File: config.mk
export PLATFORM = sky130hd
export DESIGN_NAME = uart_tx
export DESIGN_NICKNAME = d
export VERILOG_FILES = /design/src/rtl/uart_tx.sv
export SDC_FILE = /design/constraint.sdc
export NUM_CORES = 1
export LEC_CHECK = 0
export ABC_CLOCK_PERIOD_IN_PS = 3650
export BUFFER_PORTS_ARGS = -buffer_cell sky130_fd_sc_hd__buf_2
export CAP_MARGIN = 20
export CORE_MARGIN = 2
export CORE_UTILIZATION = 45
export DETAILED_ROUTE_END_ITERATION = 7
export PLACE_DENSITY = 0.64
export SETUP_SLACK_MARGIN = 0.02
export SYNTH_ARGS = -nofsm -noshare
export SYNTH_HDL_FRONTEND = slang
export SYNTH_SLANG_ARGS = --single-unit
File: constraint.sdc
create_clock -name clk_50m -period 3.65 [get_ports clk_50m]
set_input_delay 0.9125 -clock clk_50m [delete_from_list [all_inputs] [get_ports clk_50m]]
set_output_delay 0.9125 -clock clk_50m [all_outputs]
set_load 0.02 [all_outputs]
File: src/rtl/uart_tx.sv
// uart_tx: FIFO-buffered UART transmitter; each rising edge of uart_tx_enable sends one 8N1 frame.
// Optional feature macro: UART_TX_PARITY_EN inserts an even-parity bit between data and stop.
module uart_tx #(
  parameter logic [31:0] CLK_FREQ        = 32'd50_000_000,
  parameter logic [31:0] BAUD_RATE       = 32'd115_200,
  parameter int          FIFO_DEPTH_LOG2 = 2
) (
  input  logic       clk_50m,
  input  logic       reset,
  input  logic [7:0] uart_tx_data,
  input  logic       uart_tx_enable,
  output logic       uart_txd,
  output logic       tx_busy,
  output logic       tx_fifo_full,
  output logic       tx_overflow
);

  localparam logic [31:0] BAUD_DIV = CLK_FREQ / BAUD_RATE;
  localparam int          BCW      = $clog2(BAUD_DIV);
  localparam int          AW       = FIFO_DEPTH_LOG2;
  localparam int          CW       = AW + 1;
  localparam int          DEPTH    = 1 << AW;

  localparam logic [BCW-1:0] BAUD_LAST = BCW'(BAUD_DIV - 32'd1);
  localparam logic [BCW-1:0] BAUD_ONE  = BCW'(32'd1);
  localparam logic [BCW-1:0] BAUD_ZERO = BCW'(32'd0);
  localparam logic [CW-1:0]  FULL_CNT  = CW'(DEPTH);
  localparam logic [CW-1:0]  CNT_ONE   = CW'(32'd1);
  localparam logic [CW-1:0]  CNT_ZERO  = CW'(32'd0);
  localparam logic [AW-1:0]  PTR_ONE   = AW'(32'd1);
  localparam logic [AW-1:0]  PTR_ZERO  = AW'(32'd0);

  typedef enum logic [2:0] {
    ST_IDLE   = 3'd0,
    ST_START  = 3'd1,
    ST_DATA   = 3'd2,
`ifdef UART_TX_PARITY_EN
    ST_PARITY = 3'd4,
`endif
    ST_STOP   = 3'd3
  } state_t;

  logic           r_en_d1;
  logic           r_en_d2;
  logic [7:0]     r_fifo [DEPTH];
  logic [AW-1:0]  r_wr_ptr;
  logic [AW-1:0]  r_rd_ptr;
  logic [CW-1:0]  r_count;
  logic           r_ovf;
  logic           r_full;
  logic           r_busy;
  state_t         r_state;
  logic [7:0]     r_shift;
  logic [2:0]     r_bit_cnt;
  logic [BCW-1:0] r_baud_cnt;
  logic           r_txd;
`ifdef UART_TX_PARITY_EN
  logic           r_parity;
  logic           w_parity_next;
`endif

  logic           w_push;
  logic           w_pop;
  logic           w_accept;
  logic           w_bit_end;
  logic [CW-1:0]  w_count_next;
  state_t         w_state_next;
  logic [7:0]     w_shift_next;
  logic [2:0]     w_bit_next;
  logic [BCW-1:0] w_baud_next;
  logic           w_txd_next;

  assign w_push    = r_en_d1 & ~r_en_d2;
  assign w_bit_end = (r_baud_cnt == BAUD_LAST);

  // Enable edge detector: a push fires once, one cycle after enable is first seen high
  always_ff @(posedge clk_50m or posedge reset) begin
    if (reset) begin
      r_en_d1 <= 1'b0;
      r_en_d2 <= 1'b0;
    end else begin
      r_en_d1 <= uart_tx_enable;
      r_en_d2 <= r_en_d1;
    end
  end

  // FIFO occupancy: a push into a full FIFO still fits when the same cycle pops
  always_comb begin
    w_accept     = w_push & ((r_count != FULL_CNT) | w_pop);
    w_count_next = r_count;
    case ({w_accept, w_pop})
      2'b10:   w_count_next = r_count + CNT_ONE;
      2'b01:   w_count_next = r_count - CNT_ONE;
      default: w_count_next = r_count;
    endcase
  end

  // FIFO storage; stale entries are never read because count gates every pop
  always_ff @(posedge clk_50m) begin
    if (w_accept) begin
      r_fifo[r_wr_ptr] <= uart_tx_data;
    end
  end

  // FIFO pointers plus registered status flags
  always_ff @(posedge clk_50m or posedge reset) begin
    if (reset) begin
      r_wr_ptr <= PTR_ZERO;
      r_rd_ptr <= PTR_ZERO;
      r_count  <= CNT_ZERO;
      r_ovf    <= 1'b0;
      r_full   <= 1'b0;
      r_busy   <= 1'b0;
    end else begin
      if (w_accept) begin
        r_wr_ptr <= r_wr_ptr + PTR_ONE;
      end
      if (w_pop) begin
        r_rd_ptr <= r_rd_ptr + PTR_ONE;
      end
      r_count <= w_count_next;
      r_ovf   <= r_ovf | (w_push & ~w_accept);
      r_full  <= (w_count_next == FULL_CNT);
      r_busy  <= (w_state_next != ST_IDLE) | (w_count_next != CNT_ZERO);
    end
  end

  // Frame sequencer next-state; the line level is derived from the next state so txd stays registered
  always_comb begin
    w_state_next = r_state;
    w_pop        = 1'b0;
    w_shift_next = r_shift;
    w_bit_next   = r_bit_cnt;
    w_baud_next  = r_baud_cnt + BAUD_ONE;
`ifdef UART_TX_PARITY_EN
    w_parity_next = r_parity;
`endif
    case (r_state)
      ST_IDLE: begin
        w_baud_next = BAUD_ZERO;
        if (r_count != CNT_ZERO) begin
          w_pop        = 1'b1;
          w_shift_next = r_fifo[r_rd_ptr];
          w_bit_next   = 3'd0;
          w_state_next = ST_START;
`ifdef UART_TX_PARITY_EN
          w_parity_next = ^r_fifo[r_rd_ptr];
`endif
        end else begin
          w_state_next = ST_IDLE;
        end
      end
      ST_START: begin
        if (w_bit_end) begin
          w_baud_next  = BAUD_ZERO;
          w_state_next = ST_DATA;
        end else begin
          w_state_next = ST_START;
        end
      end
      ST_DATA: begin
        if (w_bit_end) begin
          w_baud_next = BAUD_ZERO;
          if (r_bit_cnt == 3'd7) begin
            w_bit_next = 3'd0;
`ifdef UART_TX_PARITY_EN
            w_state_next = ST_PARITY;
`else
            w_state_next = ST_STOP;
`endif
          end else begin
            w_shift_next = {1'b0, r_shift[7:1]};
            w_bit_next   = r_bit_cnt + 3'd1;
          end
        end else begin
          w_state_next = ST_DATA;
        end
      end
`ifdef UART_TX_PARITY_EN
      ST_PARITY: begin
        if (w_bit_end) begin
          w_baud_next  = BAUD_ZERO;
          w_state_next = ST_STOP;
        end else begin
          w_state_next = ST_PARITY;
        end
      end
`endif
      ST_STOP: begin
        if (w_bit_end) begin
          w_baud_next  = BAUD_ZERO;
          w_state_next = ST_IDLE;
        end else begin
          w_state_next = ST_STOP;
        end
      end
      default: begin
        w_baud_next  = BAUD_ZERO;
        w_state_next = ST_IDLE;
      end
    endcase

    case (w_state_next)
      ST_START:  w_txd_next = 1'b0;
      ST_DATA:   w_txd_next = w_shift_next[0];
`ifdef UART_TX_PARITY_EN
      ST_PARITY: w_txd_next = w_parity_next;
`endif
      default:   w_txd_next = 1'b1;
    endcase
  end

  // Sequencer and serializer registers; reset forces the line idle immediately
  always_ff @(posedge clk_50m or posedge reset) begin
    if (reset) begin
      r_state    <= ST_IDLE;
      r_shift    <= 8'd0;
      r_bit_cnt  <= 3'd0;
      r_baud_cnt <= BAUD_ZERO;
      r_txd      <= 1'b1;
`ifdef UART_TX_PARITY_EN
      r_parity   <= 1'b0;
`endif
    end else begin
      r_state    <= w_state_next;
      r_shift    <= w_shift_next;
      r_bit_cnt  <= w_bit_next;
      r_baud_cnt <= w_baud_next;
      r_txd      <= w_txd_next;
`ifdef UART_TX_PARITY_EN
      r_parity   <= w_parity_next;
`endif
    end
  end

  assign uart_txd     = r_txd;
  assign tx_busy      = r_busy;
  assign tx_fifo_full = r_full;
  assign tx_overflow  = r_ovf;

endmodule
==> reports/qor.csv <==
stage,metric,value,unit
status,status,finished clean,
timing,setup_ws,0.477,ns
clock_network,cts.sinks,68,
route,num_vias,1579,
power,max-vdd-ir-drop,0.359,mV
timing,tightest_slew,0.646,ns
route,via_per_inst,5.21,
setup_path,crit_type,register to register,
clock_network,cts_root_buf,clkbuf_8,
timing,post-route-period-util,0.869,
cells_and_area,final_nets,241,
synthesis,synth_top_family_by_area,simple AND/OR/NAND/NOR gates,
die,start_util,0.464,
synthesis,synth-seq-area-share,0.636,
place,place_hpwl,3070,um
synthesis,synth_nets,223,
timing,skew,0.0111,ns
die,rows,29,
timing,slew_viol_final,0,
cells_and_area,layout_commonest_cell,dfrtp_1,
setup_path,critPathLaunchType,register,
clock_network,cts_tree,yes,
synthesis,syn_area,2930,sq um
synthesis,synth_cell_types,45,
timing,setup_viol,0,
clock_network,postCtsSetupRepairBufs,0,
synthesis,synth_top_area_cell,edfxtp_1,
place,post-place-ws,0.499,ns
synthesis,synth_compound_area_frac,0.0811,
timing,hold_viol,0,
setup_path,cp_max_fo,9,
global_routing,antenna_found_initial,0,
route,wl,4500,um
synthesis,synth_area_leaders,"edfxtp_1 (33%), dfrtp_1 (30%), mux4_2 (6.1%)",
synthesis,synth-simple-area-share,0.0982,
setup_path,endpoint_kind,register,
route,drtIter0Drc,72,
synthesis,synth_seq_cells,68,
synthesis,netlist.area_leader.share,0.328,
power,p_leak,0.00127,uW
min_path,hp-class,register to register,
power,p_per_area,677,nW/um^2
global_routing,grt_pass1_wl,7860,um
place,numPortBuffers,14,
die,die_w,84.7,um
power,clkPwrFrac,0.255,
timing,rsz0062_at_grt,false,
cells_and_area,synthToLayoutAreaGrowth,10.6,%
die,die_height,84.7,um
synthesis,avgSynthCellArea,14.4,sq um
cells_and_area,final_cell_mix,"dfrtp_1 (35), edfxtp_1 (32), nor2_1 (20), buf_2 (14), inv_1 (10)",
power,swShare,0.322,
setup_path,crit_required,3.86,ns
global_routing,gr-total-overflow,0,
route,firstDrtPassIters,4,
synthesis,ys.flop_type,dfrtp_1,
setup_path,critPathArrivalTime,3.39,ns
route,drc,0,
synthesis,yosys_warnings,0,
power,pwr-share-seq,0.501,
synthesis,synthXorXnorAreaFrac,0.0414,
clock_network,htreeDepth,3,
clock_network,clk_pin_slew_worst_paths,0.07,ns
clock_network,cts_made_buffers,9,
flow_run,drv_cap,0,
synthesis,synthAdderAreaFrac,0.0410,
clock_network,cts_resized,0,
power,p_switching,708,uW
die,coreArea,6310,sq um
power,p_int,1490,uW
route,drt.antenna.violating_nets,0,
die,dieArea,7170,sq um
die,io_pins,15,
global_routing,grt_pass1_vias,1647,
timing,relSlewSlack,0.568,
synthesis,synth_cells,203,
power,p_comb_frac,0.244,
global_routing,grt_usage,0.145,
clock_network,clock_latency,0.34,ns
cells_and_area,antenna_cells,0,
synthesis,synth_edf_count,32,
place,gp_congestion,0.798,
route,wl_per_cell,14.8,um
timing,clock.fmax,315,MHz
synthesis,muxShareOfSynthArea,0.0726,
clock_network,ctsHoldBuffers,0,
timing,fin_tns_setup,0,ns
cells_and_area,drive_above_1_share,0.199,
clock_network,clock_path_buffers,2,
synthesis,async_flop_share,0.529,
global_routing,grt_max_degree,37,
timing,finalCriticalPeriod,3.17,ns
cells_and_area,fillers,565,
-- logic make-up after synthesis --
logic type / after synthesis
compound gates: 27
xor+xnor: 13
fa+ha+maj: 9
buf+inv: 18
flops: 68
mux: 11
other cells: 1
simple gates: 56
-- power groups by stage --
stage | Combinational (uW) | Clock (uW) | Sequential, uW
2_1_floorplan | 464 | 0 | 1070
3_3_place_gp | 537 | 0 | 1110
3_5_place_dp | 546 | 0 | 1120
4_1_cts | 548 | 573 | 1100
5_1_grt | 598 | 611 | 1130
6_report | 536 | 559 | 1100
-- Yosys cell counts, types with 3 or more instances --
master / instances
a21o_1: 6
a22o_1: 7
and2_1: 4
buf_1: 3
dfrtp_1: 35
edfxtp_1: 32
ha_1: 8
inv_1: 10
mux4_2: 8
nand2_1: 5
nand3_1: 8
nor2_1: 20
nor3_1: 4
o21ai_0: 4
xnor2_1: 9
xor2_1: 3
-- registers in the layout, indices dropped and copies added, names as in the netlist --
register      cells
r_baud_cnt        9
r_bit_cnt         3
r_count           3
r_en_d1           1
r_en_d2           1
r_fifo           32
r_rd_ptr          2
r_shift           8
r_state           3
r_wr_ptr          2
tx_busy           1
tx_fifo_full      1
tx_overflow       1
uart_txd          1
-- layout make-up --
type / count / area (sq um) / share of cell area
Sequential cell: 68 / 1860 / 0.575
Multi-Input combinational cell: 117 / 983 / 0.303
Clock buffer: 9 / 124 / 0.0382
Tap cell: 77 / 96.3 / 0.0297
Timing Repair Buffer: 15 / 77.6 / 0.0239
Clock inverter: 7 / 58.8 / 0.0181
Inverter: 10 / 37.5 / 0.0116
-- through the flow --
stage | utilization | hold slack (ns) | power, uW | cells | cell area (sq um)
2_1_floorplan | - | 0.368 | 1530 | 203 | 2930
3_3_place_gp | 0.484 | 0.379 | 1650 | 287 | 3060
3_5_place_dp | 0.484 | 0.387 | 1670 | 287 | 3060
4_1_cts | 0.513 | 0.404 | 2220 | 303 | 3240
5_1_grt | 0.513 | 0.436 | 2330 | 303 | 3240
6_report | 0.513 | 0.397 | 2200 | 303 | 3240
-- routing by layer --
metal / global-route usage / vias to the layer above / routed length, um
li1: - / 774 / -
met1: 0.192 / 781 / 2150
met2: 0.220 / 17 / 2140
met3: 0.0472 / 7 / 135
met4: 0.0649 / 0 / 76
met5: 0 / - / 0
-- critical path: stages, from the launching register on --
cell and delay, ns:
dfrtp_1 0.44, nor3_1 0.45, or2_1 0.43, nor2_1 0.11, fa_1 0.45, nor4_1 0.50
a31oi_4 0.06, xor2_2 0.18, or4b_1 0.44
-- path summary, 6_finish.rpt --
path                                 endpoint  cells past startpoint       start  slack, ns
worst min register to register        r_en_d2                      0     r_en_d1       0.40
worst min-delay path                  r_en_d2                      0     r_en_d1       0.40
max in group asynchronous            uart_txd                      3       reset       2.65
min in group asynchronous       r_baud_cnt[2]                      3       reset       0.66
worst max-delay path                  tx_busy                      8  r_count[0]       0.48
worst max register to register        tx_busy                      8  r_count[0]       0.48
(Power assumes the default switching activity.)
